File: src/rtl/td4_pkg.sv
// td4_pkg: shared definitions for the TD4 program-memory controller.
//   - default address/data widths of the instruction store
//   - controller state encoding (2'd3 is unused and recovers to RUN)
//   - default power-up image of the instruction store
package td4_pkg;

    localparam int TD4_AW = 4;
    localparam int TD4_DW = 8;

    typedef enum logic [1:0] {
        ST_RUN  = 2'd0,
        ST_LOAD = 2'd1,
        ST_DONE = 2'd2
    } pm_state_e;

    // Entry i sits at bits [i*8 +: 8]; entry 0 is the rightmost byte.
    // Entry 3 is 8'hB5, every other entry i is 8'hE0 + i.
    localparam logic [16*8-1:0] TD4_DEFAULT_IMAGE =
        128'hEFEE_EDEC_EBEA_E9E8_E7E6_E5E4_B5E2_E1E0;

endpackage

File: src/rtl/prog_ram.sv
// prog_ram: DEPTH x DW instruction store.
//   clk    in   write clock
//   we     in   write enable, sampled on the rising edge
//   waddr  in   write address
//   wdata  in   write data
//   raddr  in   read address
//   rdata  out  store[raddr], asynchronous read
// The store powers up holding INIT_IMAGE and has no reset, so a program
// survives any controller reset.
module prog_ram
    import td4_pkg::*;
#(
    parameter int                          AW         = TD4_AW,
    parameter int                          DW         = TD4_DW,
    parameter logic [(2**AW)*DW-1:0]       INIT_IMAGE = TD4_DEFAULT_IMAGE
) (
    input  logic          clk,
    input  logic          we,
    input  logic [AW-1:0] waddr,
    input  logic [DW-1:0] wdata,
    input  logic [AW-1:0] raddr,
    output logic [DW-1:0] rdata
);

    localparam int DEPTH = 2**AW;

    logic [DEPTH-1:0][DW-1:0] mem = INIT_IMAGE;

    always_ff @(posedge clk) begin
        if (we) begin
            mem[waddr] <= wdata;
        end
    end

    // Old contents are visible during the write cycle; the new byte
    // appears just after the edge that writes it.
    assign rdata = mem[raddr];

endmodule

File: src/rtl/prog_mem_ctrl.sv
// prog_mem_ctrl: shares the TD4 instruction store between the CPU fetch
// port and a byte-serial program loader.
//   clk          in   system clock
//   rst_n        in   asynchronous active-low reset (store is not cleared)
//   fetch_addr   in   CPU program counter
//   fetch_data   out  store[fetch_addr], combinational, any state
//   fetch_valid  out  high in RUN only
//   cpu_hold     out  high in LOAD and DONE
//   load_start   in   start/restart a load session
//   load_valid   in   loader byte present
//   load_data    in   loader byte
//   load_ready   out  high in LOAD
//   load_addr    out  current write pointer
//   load_done    out  one-cycle pulse after the last byte
//
// state | meaning
// ------+------------------------------------------------------------
// RUN   | CPU fetches and executes; loader ignored
// LOAD  | CPU held; one byte per handshake written at ptr, ptr++
// DONE  | single cycle after the last byte; pulses load_done
module prog_mem_ctrl
    import td4_pkg::*;
#(
    parameter int                          AW         = TD4_AW,
    parameter int                          DW         = TD4_DW,
    parameter logic [(2**AW)*DW-1:0]       INIT_IMAGE = TD4_DEFAULT_IMAGE
) (
    input  logic          clk,
    input  logic          rst_n,
    input  logic [AW-1:0] fetch_addr,
    output logic [DW-1:0] fetch_data,
    output logic          fetch_valid,
    output logic          cpu_hold,
    input  logic          load_start,
    input  logic          load_valid,
    input  logic [DW-1:0] load_data,
    output logic          load_ready,
    output logic [AW-1:0] load_addr,
    output logic          load_done
);

    localparam logic [AW-1:0] PTR_LAST = {AW{1'b1}};

    pm_state_e     state_q, state_d;
    logic [AW-1:0] ptr_q, ptr_d;
    logic          we;

    always_ff @(posedge clk or negedge rst_n) begin
        if (!rst_n) begin
            state_q <= ST_RUN;
            ptr_q   <= '0;
        end else begin
            state_q <= state_d;
            ptr_q   <= ptr_d;
        end
    end

    always_comb begin
        state_d = state_q;
        ptr_d   = ptr_q;
        we      = 1'b0;
        case (state_q)
            ST_RUN: begin
                if (load_start) begin
                    state_d = ST_LOAD;
                    ptr_d   = '0;
                end
            end
            ST_LOAD: begin
                if (load_valid) begin
                    we = 1'b1;
                    if (ptr_q == PTR_LAST) begin
                        state_d = ST_DONE;
                        ptr_d   = '0;
                    end else begin
                        ptr_d = ptr_q + AW'(1);
                    end
                end
                // A restart overrides the pointer update (and completion)
                // but not the write of a coincident byte.
                if (load_start) begin
                    state_d = ST_LOAD;
                    ptr_d   = '0;
                end
            end
            ST_DONE: begin
                state_d = ST_RUN;
            end
            default: begin
                state_d = ST_RUN;
                ptr_d   = '0;
            end
        endcase
    end

    // Control outputs decode from registered state only.
    assign fetch_valid = (state_q == ST_RUN);
    assign cpu_hold    = (state_q == ST_LOAD) || (state_q == ST_DONE);
    assign load_ready  = (state_q == ST_LOAD);
    assign load_done   = (state_q == ST_DONE);
    assign load_addr   = ptr_q;

    prog_ram #(
        .AW         (AW),
        .DW         (DW),
        .INIT_IMAGE (INIT_IMAGE)
    ) u_prog_ram (
        .clk   (clk),
        .we    (we),
        .waddr (ptr_q),
        .wdata (load_data),
        .raddr (fetch_addr),
        .rdata (fetch_data)
    );

endmodule
File: config.mk
export PLATFORM = sky130hd
export DESIGN_NAME = prog_mem_ctrl
export DESIGN_NICKNAME = d
export VERILOG_FILES = /design/src/rtl/td4_pkg.sv /design/src/rtl/prog_ram.sv /design/src/rtl/prog_mem_ctrl.sv
export SDC_FILE = /design/constraint.sdc
export NUM_CORES = 1
export LEC_CHECK = 0
export BUFFER_PORTS_ARGS = -buffer_cell sky130_fd_sc_hd__buf_4
export CAP_MARGIN = 20
export CELL_PAD_IN_SITES_DETAIL_PLACEMENT = 1
export CELL_PAD_IN_SITES_GLOBAL_PLACEMENT = 2
export CORE_MARGIN = 5
export CORE_UTILIZATION = 53
export CTS_BUF_LIST = sky130_fd_sc_hd__clkbuf_4 sky130_fd_sc_hd__clkbuf_8
export CTS_CLUSTER_DIAMETER = 80
export CTS_CLUSTER_SIZE = 28
export DETAILED_ROUTE_END_ITERATION = 7
export HOLD_SLACK_MARGIN = 0.02
export PLACE_DENSITY_LB_ADDON = 0.3
export SLEW_MARGIN = 30
export SYNTH_ARGS = -nofsm -noshare
export SYNTH_HDL_FRONTEND = slang
export SYNTH_SLANG_ARGS = --single-unit
File: constraint.sdc
create_clock -name clk -period 3.1 [get_ports clk]
set_clock_uncertainty 0.05 [all_clocks]
set_input_delay 0 -clock clk [delete_from_list [all_inputs] [get_ports clk]]
set_output_delay 0 -clock clk [all_outputs]
set_load 0.005 [all_outputs]
==> After elaboration in Yosys (flattened, before gate mapping) <==
Cells that the tools add are included.
{ "totals": {"register_bits": 134, "elab_cells": 51} }
{ "op_classes": {"n_addsub": 1, "n_lt_le_gt_ge": 3, "eq_ne": 6, "muxes": 17, "n_bitwise": 1, "reduce_logical": 5} }
{ "op_table": {"columns": ["cell", "n"], "rows": [
  ["128-bit bitwise mux", 1],
  ["8-bit binary-select mux with 4-bit select", 1],
  ["8-bit demux with 4-bit select", 1],
  ["4-bit 2-to-1 mux", 4],
  ["8-bit 2-to-1 mux", 2],
  ["4-bit case mux with 3 select lines", 1],
  ["4-bit by 5-bit less-than comparator with 1-bit output, second input constant", 2],
  ["2-bit 2-to-1 mux", 4],
  ["3-bit AND reduction", 2],
  ["4-bit by 1-bit adder with 4-bit output, second input constant", 1],
  ["4-bit equality test, second input constant", 1],
  ["4-bit by 1-bit greater-or-equal comparator with 1-bit output, second input constant", 1],
  ["2-bit case mux with 2 select lines", 1],
  ["3-bit by 2-bit != test with 1-bit output, second input constant", 1],
  ["3-bit != test, second input constant", 1],
  ["2-bit by 1-bit equality test with 1-bit output, second input constant", 1],
  ["2-bit equality test, second input constant", 1],
  ["2-bit logical NOT", 1],
  ["1-bit 2-to-1 mux", 2],
  ["2-bit by 1-bit != test with 1-bit output, second input constant", 1],
  ["1-bit logical AND", 1],
  ["1-bit logical OR", 1],
  ["1-bit inverter", 1]
]} }

==> Logic depth before layout (Yosys ltp) <==
{ "logic_depth": {"depth_word": 5, "depth_mapped": 6, "mapped_depth_nobuf": 6} }

==> Cells and area by module <==
Synthesis repeated with hierarchy kept, for this count alone.
{ "hier_totals": {"hier_cells": 265, "hier_area_um2": 5393.9} }
{ "by_module_without_submodules": {"columns": ["module", "n_inst", "cells_each", "area_each_um2", "seq_area_each_um2"], "rows": [
  ["prog_ram", 1, 226, 5009.8, 3843.7],
  ["prog_mem_ctrl", 1, 39, 384.1, 150.1]
]} }

==> Worst setup path before layout <==
Ideal clock, no wire load.
{ "synth_timing": {"path_type": "flip-flop to flip-flop", "start": "reg state_q[1]", "end": "reg u_prog_ram.mem[10] (netlist bit), enable pin", "arrival_ps": 1504, "required_time_ps": 2667, "setup_slack_ps": 1162, "stages_incl_launch_ff": 5, "n_path_buf": 0, "period_less_slack_ps": 1938, "cell_sequence": "dfrtp_1 inv_1 ha_1 nand3_1 nor3_1"} }
{ "synth_via": {"elab_chain_len": 2} }
{ "synth_rtl": {"columns": ["item", "line", "source"], "rows": [
  ["start, declared", "prog_mem_ctrl.sv:44", "pm_state_e state_q, state_d;"],
  ["start signal, assigned", "prog_mem_ctrl.sv:53", "state_q <= state_d;"],
  ["2-bit by 1-bit equality test with 1-bit output", null, null],
  ["net load_ready", "prog_mem_ctrl.sv:37", "output logic load_ready,"],
  ["1-bit 2-to-1 mux", "prog_mem_ctrl.sv:62", "case (state_q)"],
  ["end signal, assigned by index", "prog_ram.sv:31", "mem[waddr] <= wdata;"],
  ["end, declared", "prog_ram.sv:27", "logic [DEPTH-1:0][DW-1:0] mem = INIT_IMAGE;"]
]} }
The timed path passes the listed nets, and every way through them passes these cells.
A chain may end at the register's enable or synchronous reset.

==> Worst setup path in the final report <==
{ "layout_timing": {"start": "reg state_q[1]", "end": "reg u_prog_ram.mem[63] (netlist bit), enable pin"} }
{ "layout_via": {"elab_chain_len": 2} }
{ "layout_rtl": {"columns": ["item", "line"], "rows": [
  ["2-bit by 1-bit equality test with 1-bit output", "prog_mem_ctrl.sv:62"],
  ["1-bit 2-to-1 mux", "prog_mem_ctrl.sv:62"]
]} }
No other way between the ends.

==> flow_summary_export.csv <==
group,metric,value,unit
logic_synthesis,synth_warnings,0,
global_routing,antenna_found_initial,0,
logic_synthesis,synth_top_area_frac,0.711,
cts,cts_made_buffers,17,
setup_path,max_stage_delay,0.66,ns
cts,h-tree-depth,4,
logic_synthesis,synth_area_leaders,"edfxtp_1 (71%), mux4_1 (8.7%), mux4_2 (5.8%)",
cts,cts_buffer_depth,2,
cts,clock-root-buffer,"clkbuf_8",
placed_design,placement.io_buffers,31,
setup_path,critPathMaxFanout,8,
timing,hold_viol,0,
detailed_routing,dr.pass1.iters,4,
min_path,hold_end,"state_q[0]",
logic_synthesis,synthMostInstantiatedCell,"edfxtp_1",
setup_path,path_cells,"inv_1 -> ha_1 -> nand3_1 -> nor2_1",
logic_synthesis,synth_commonest_cells,"edfxtp_1 (128), mux4_1 (18), nor2_1 (17), a22oi_1 (16), mux4_2 (14)",
timing,setup_tns,0,ns
setup_path,worst_ep_required_time,3.10,ns
logic_synthesis,synth_cells,266,
setup_path,critPathKind,"flop to flop",
power,netSwitchingPower,0.938,mW
logic_synthesis,synth.ff_latch_count,134,
setup_path,r2r-start,"state_q[1]",
die,dieArea,12300,µm²
setup_path,worstReg2RegEnd,"u_prog_ram.mem[63]",
detailed_routing,antenna_left,0,
power,pwr-share-seq,0.506,
cts,clk-insertion-delay-late,0.42,ns
logic_synthesis,ys.flop_type,"edfxtp_1",
power,switching_share,0.225,
timing,setup_violations,0,
power,peakVddDrop,384,µV
logic_synthesis,synth.net_count,289,
detailed_routing,drc,0,
setup_path,rrSetupSlack,0.96,ns
placed_design,gp_congestion,0.783,
min_path,hold_class,"input port to flop",
cells_and_area,final_nets,344,
cells_and_area,n_antenna_cell,0,
detailed_routing,via_count,2768,
power,p_leak,2.17,nW
global_routing,grt_use_met2,0.302,
die,die_h,111,µm
detailed_routing,viasPerCell,5.93,
global_routing,grt_max_degree,33,
cells_and_area,post-route-util,0.641,
cells_and_area,nFillCells,826,
die,die_x,111,µm
outcome,status,"finished, final reports clean",
cts,cts_setup_buffers,0,
timing,worst_pin_slew,0.805,ns
min_path,min-delay-start,"load_start",
timing,rsz0062_at_grt,"no",
min_path,min_path_cells,4,
timing,fin_hold_ws,0.341,ns
global_routing,globalRouteMet1Util,0.294,
timing,slew_headroom,0.462,
power,power_density,658,nW/µm²
cts,postCtsHoldBufs,13,
logic_synthesis,synth_seq_area_share,0.739,
global_routing,use_met3,0.0579,
placed_design,dp_hpwl,7530,µm
global_routing,busiest_layer,"met2",
flow_run,cap_violations,0,
logic_synthesis,syn_avg_cell_area,20.3,µm²
logic_synthesis,async_reset_ff_frac,0.0448,
timing,finalCriticalPeriod,2.14,ns
detailed_routing,drt-total-wl,11700,µm
cts,clock_sinks,134,
setup_path,cp-start-kind,"flop",
power,p_comb_frac,0.108,
global_routing,gr-total-overflow,0,
setup_path,cp_slowest_cell,"nor2_1",
setup_path,end_kind,"flop",
detailed_routing,routedWlPerCell,25.0,µm
die,row_count,36,
timing,period_share,0.692,
power,intPower,3.22,mW
detailed_routing,drt_iter0_drc,197,
die,initial_utilization,0.548,
die,core_area,9860,µm²
global_routing,first_global_vias,2976,
global_routing,grt_usage,0.204,
logic_synthesis,synth_edf_count,128,
die,ioPinCount,32,
cts,cts_resized,0,
setup_path,worstPathArrival,2.15,ns
cells_and_area,drive_above_1_share,0.243,
logic_synthesis,synth_area,5410,µm²
logic_synthesis,yosys.area.top_type,"edfxtp_1",
setup_path,rr_worst_depth,4,
power,power_frac_clock,0.386,
logic_synthesis,ys_types,29,
timing,fmax,466,MHz
cells_and_area,syn2layout_area_growth,16.9,%
cts,clkTransAtPathRegs,0.07,ns
cts,cts_tree,"done",
global_routing,grt_pass1_wl,18400,µm
timing,drv_slew,0,
==> power groups by stage <==
| stage | Sequential (mW) | Clock [mW] | Combinational [mW] |
|---|---|---|---|
| floorplan | 2.13 | 0 | 0.246 |
| global placement | 2.13 | 0 | 0.439 |
| detailed placement | 2.14 | 0 | 0.443 |
| CTS | 2.10 | 1.63 | 0.459 |
| global route | 2.11 | 1.74 | 0.501 |
| finish | 2.10 | 1.61 | 0.451 |
==> stage by stage <==
step	cell area, µm²	cells	power (mW)	setup slack, ns
after floorplan	5410	266	2.38	1.16
after global placement	5740	422	2.57	1.03
after detailed placement	5740	422	2.59	0.943
after CTS	6320	467	4.19	0.919
after global routing	6320	467	4.36	0.740
final	6320	467	4.16	0.955
==> worst max-delay path by stage <==
stage                               end  startpoint
floorplan            u_prog_ram.mem[10]  state_q[1]
global route        u_prog_ram.mem[108]  state_q[1]
global placement    u_prog_ram.mem[111]  state_q[1]
detailed placement  u_prog_ram.mem[107]  state_q[1]
CTS                  u_prog_ram.mem[63]  state_q[1]
finish               u_prog_ram.mem[63]  state_q[1]
==> kinds of logic after synthesis <==
logic type	Yosys count	synth area share
AO/OA/AOI/OAI	27	0.0368
buffers and inverters	19	0.0222
flip-flops	134	0.739
multiplexers	32	0.146
AND/OR/NAND/NOR	47	0.0403
adder cells (fa/ha/maj)	7	0.0162
==> sequential cells by signal (all words and copies together) (netlist names) <==
signal          flops
load_addr           4
state_q             2
u_prog_ram.mem    128
==> metal layers <==
| metal | up-vias | share of wire |
|---|---|---|
| met3 | 15 | 0.071 |
| met1 | 1423 | 0.44 |
| met2 | 116 | 0.47 |
| li1 | 1214 | - |
| met5 | - | 0 |
| met4 | 0 | 0.018 |
==> cell usage in the layout, fill, tap and decap left out, types with 10 or more instances in the layout <==
cell type      count
clkbuf_8          17
buf_4             35
nand2_1           10
mux4_1            18
a22oi_1           16
dlygate4sd3_1     13
edfxtp_1         128
nor2_1            17
mux4_2            14
==> worst max-delay path: cells and delay by family (launching register included) <==
kind | cells | cell delay [ns]
buf+inv | 1 | 0.10
fa+ha+maj | 1 | 0.32
flops | 1 | 0.38
simple gates | 2 | 0.92
==> area by class of cell <==
type                            instances  area (µm²)  area share
Tap cell                              133         166      0.0263
Sequential cell                       134        3990       0.632
Clock inverter                         14         208      0.0329
Clock buffer                           18         241      0.0382
Timing Repair Buffer                   48         393      0.0622
Inverter                                7        26.3     0.00416
Multi-Input combinational cell        113        1290       0.204
No activity file was read; power rests on OpenSTA's default activity.
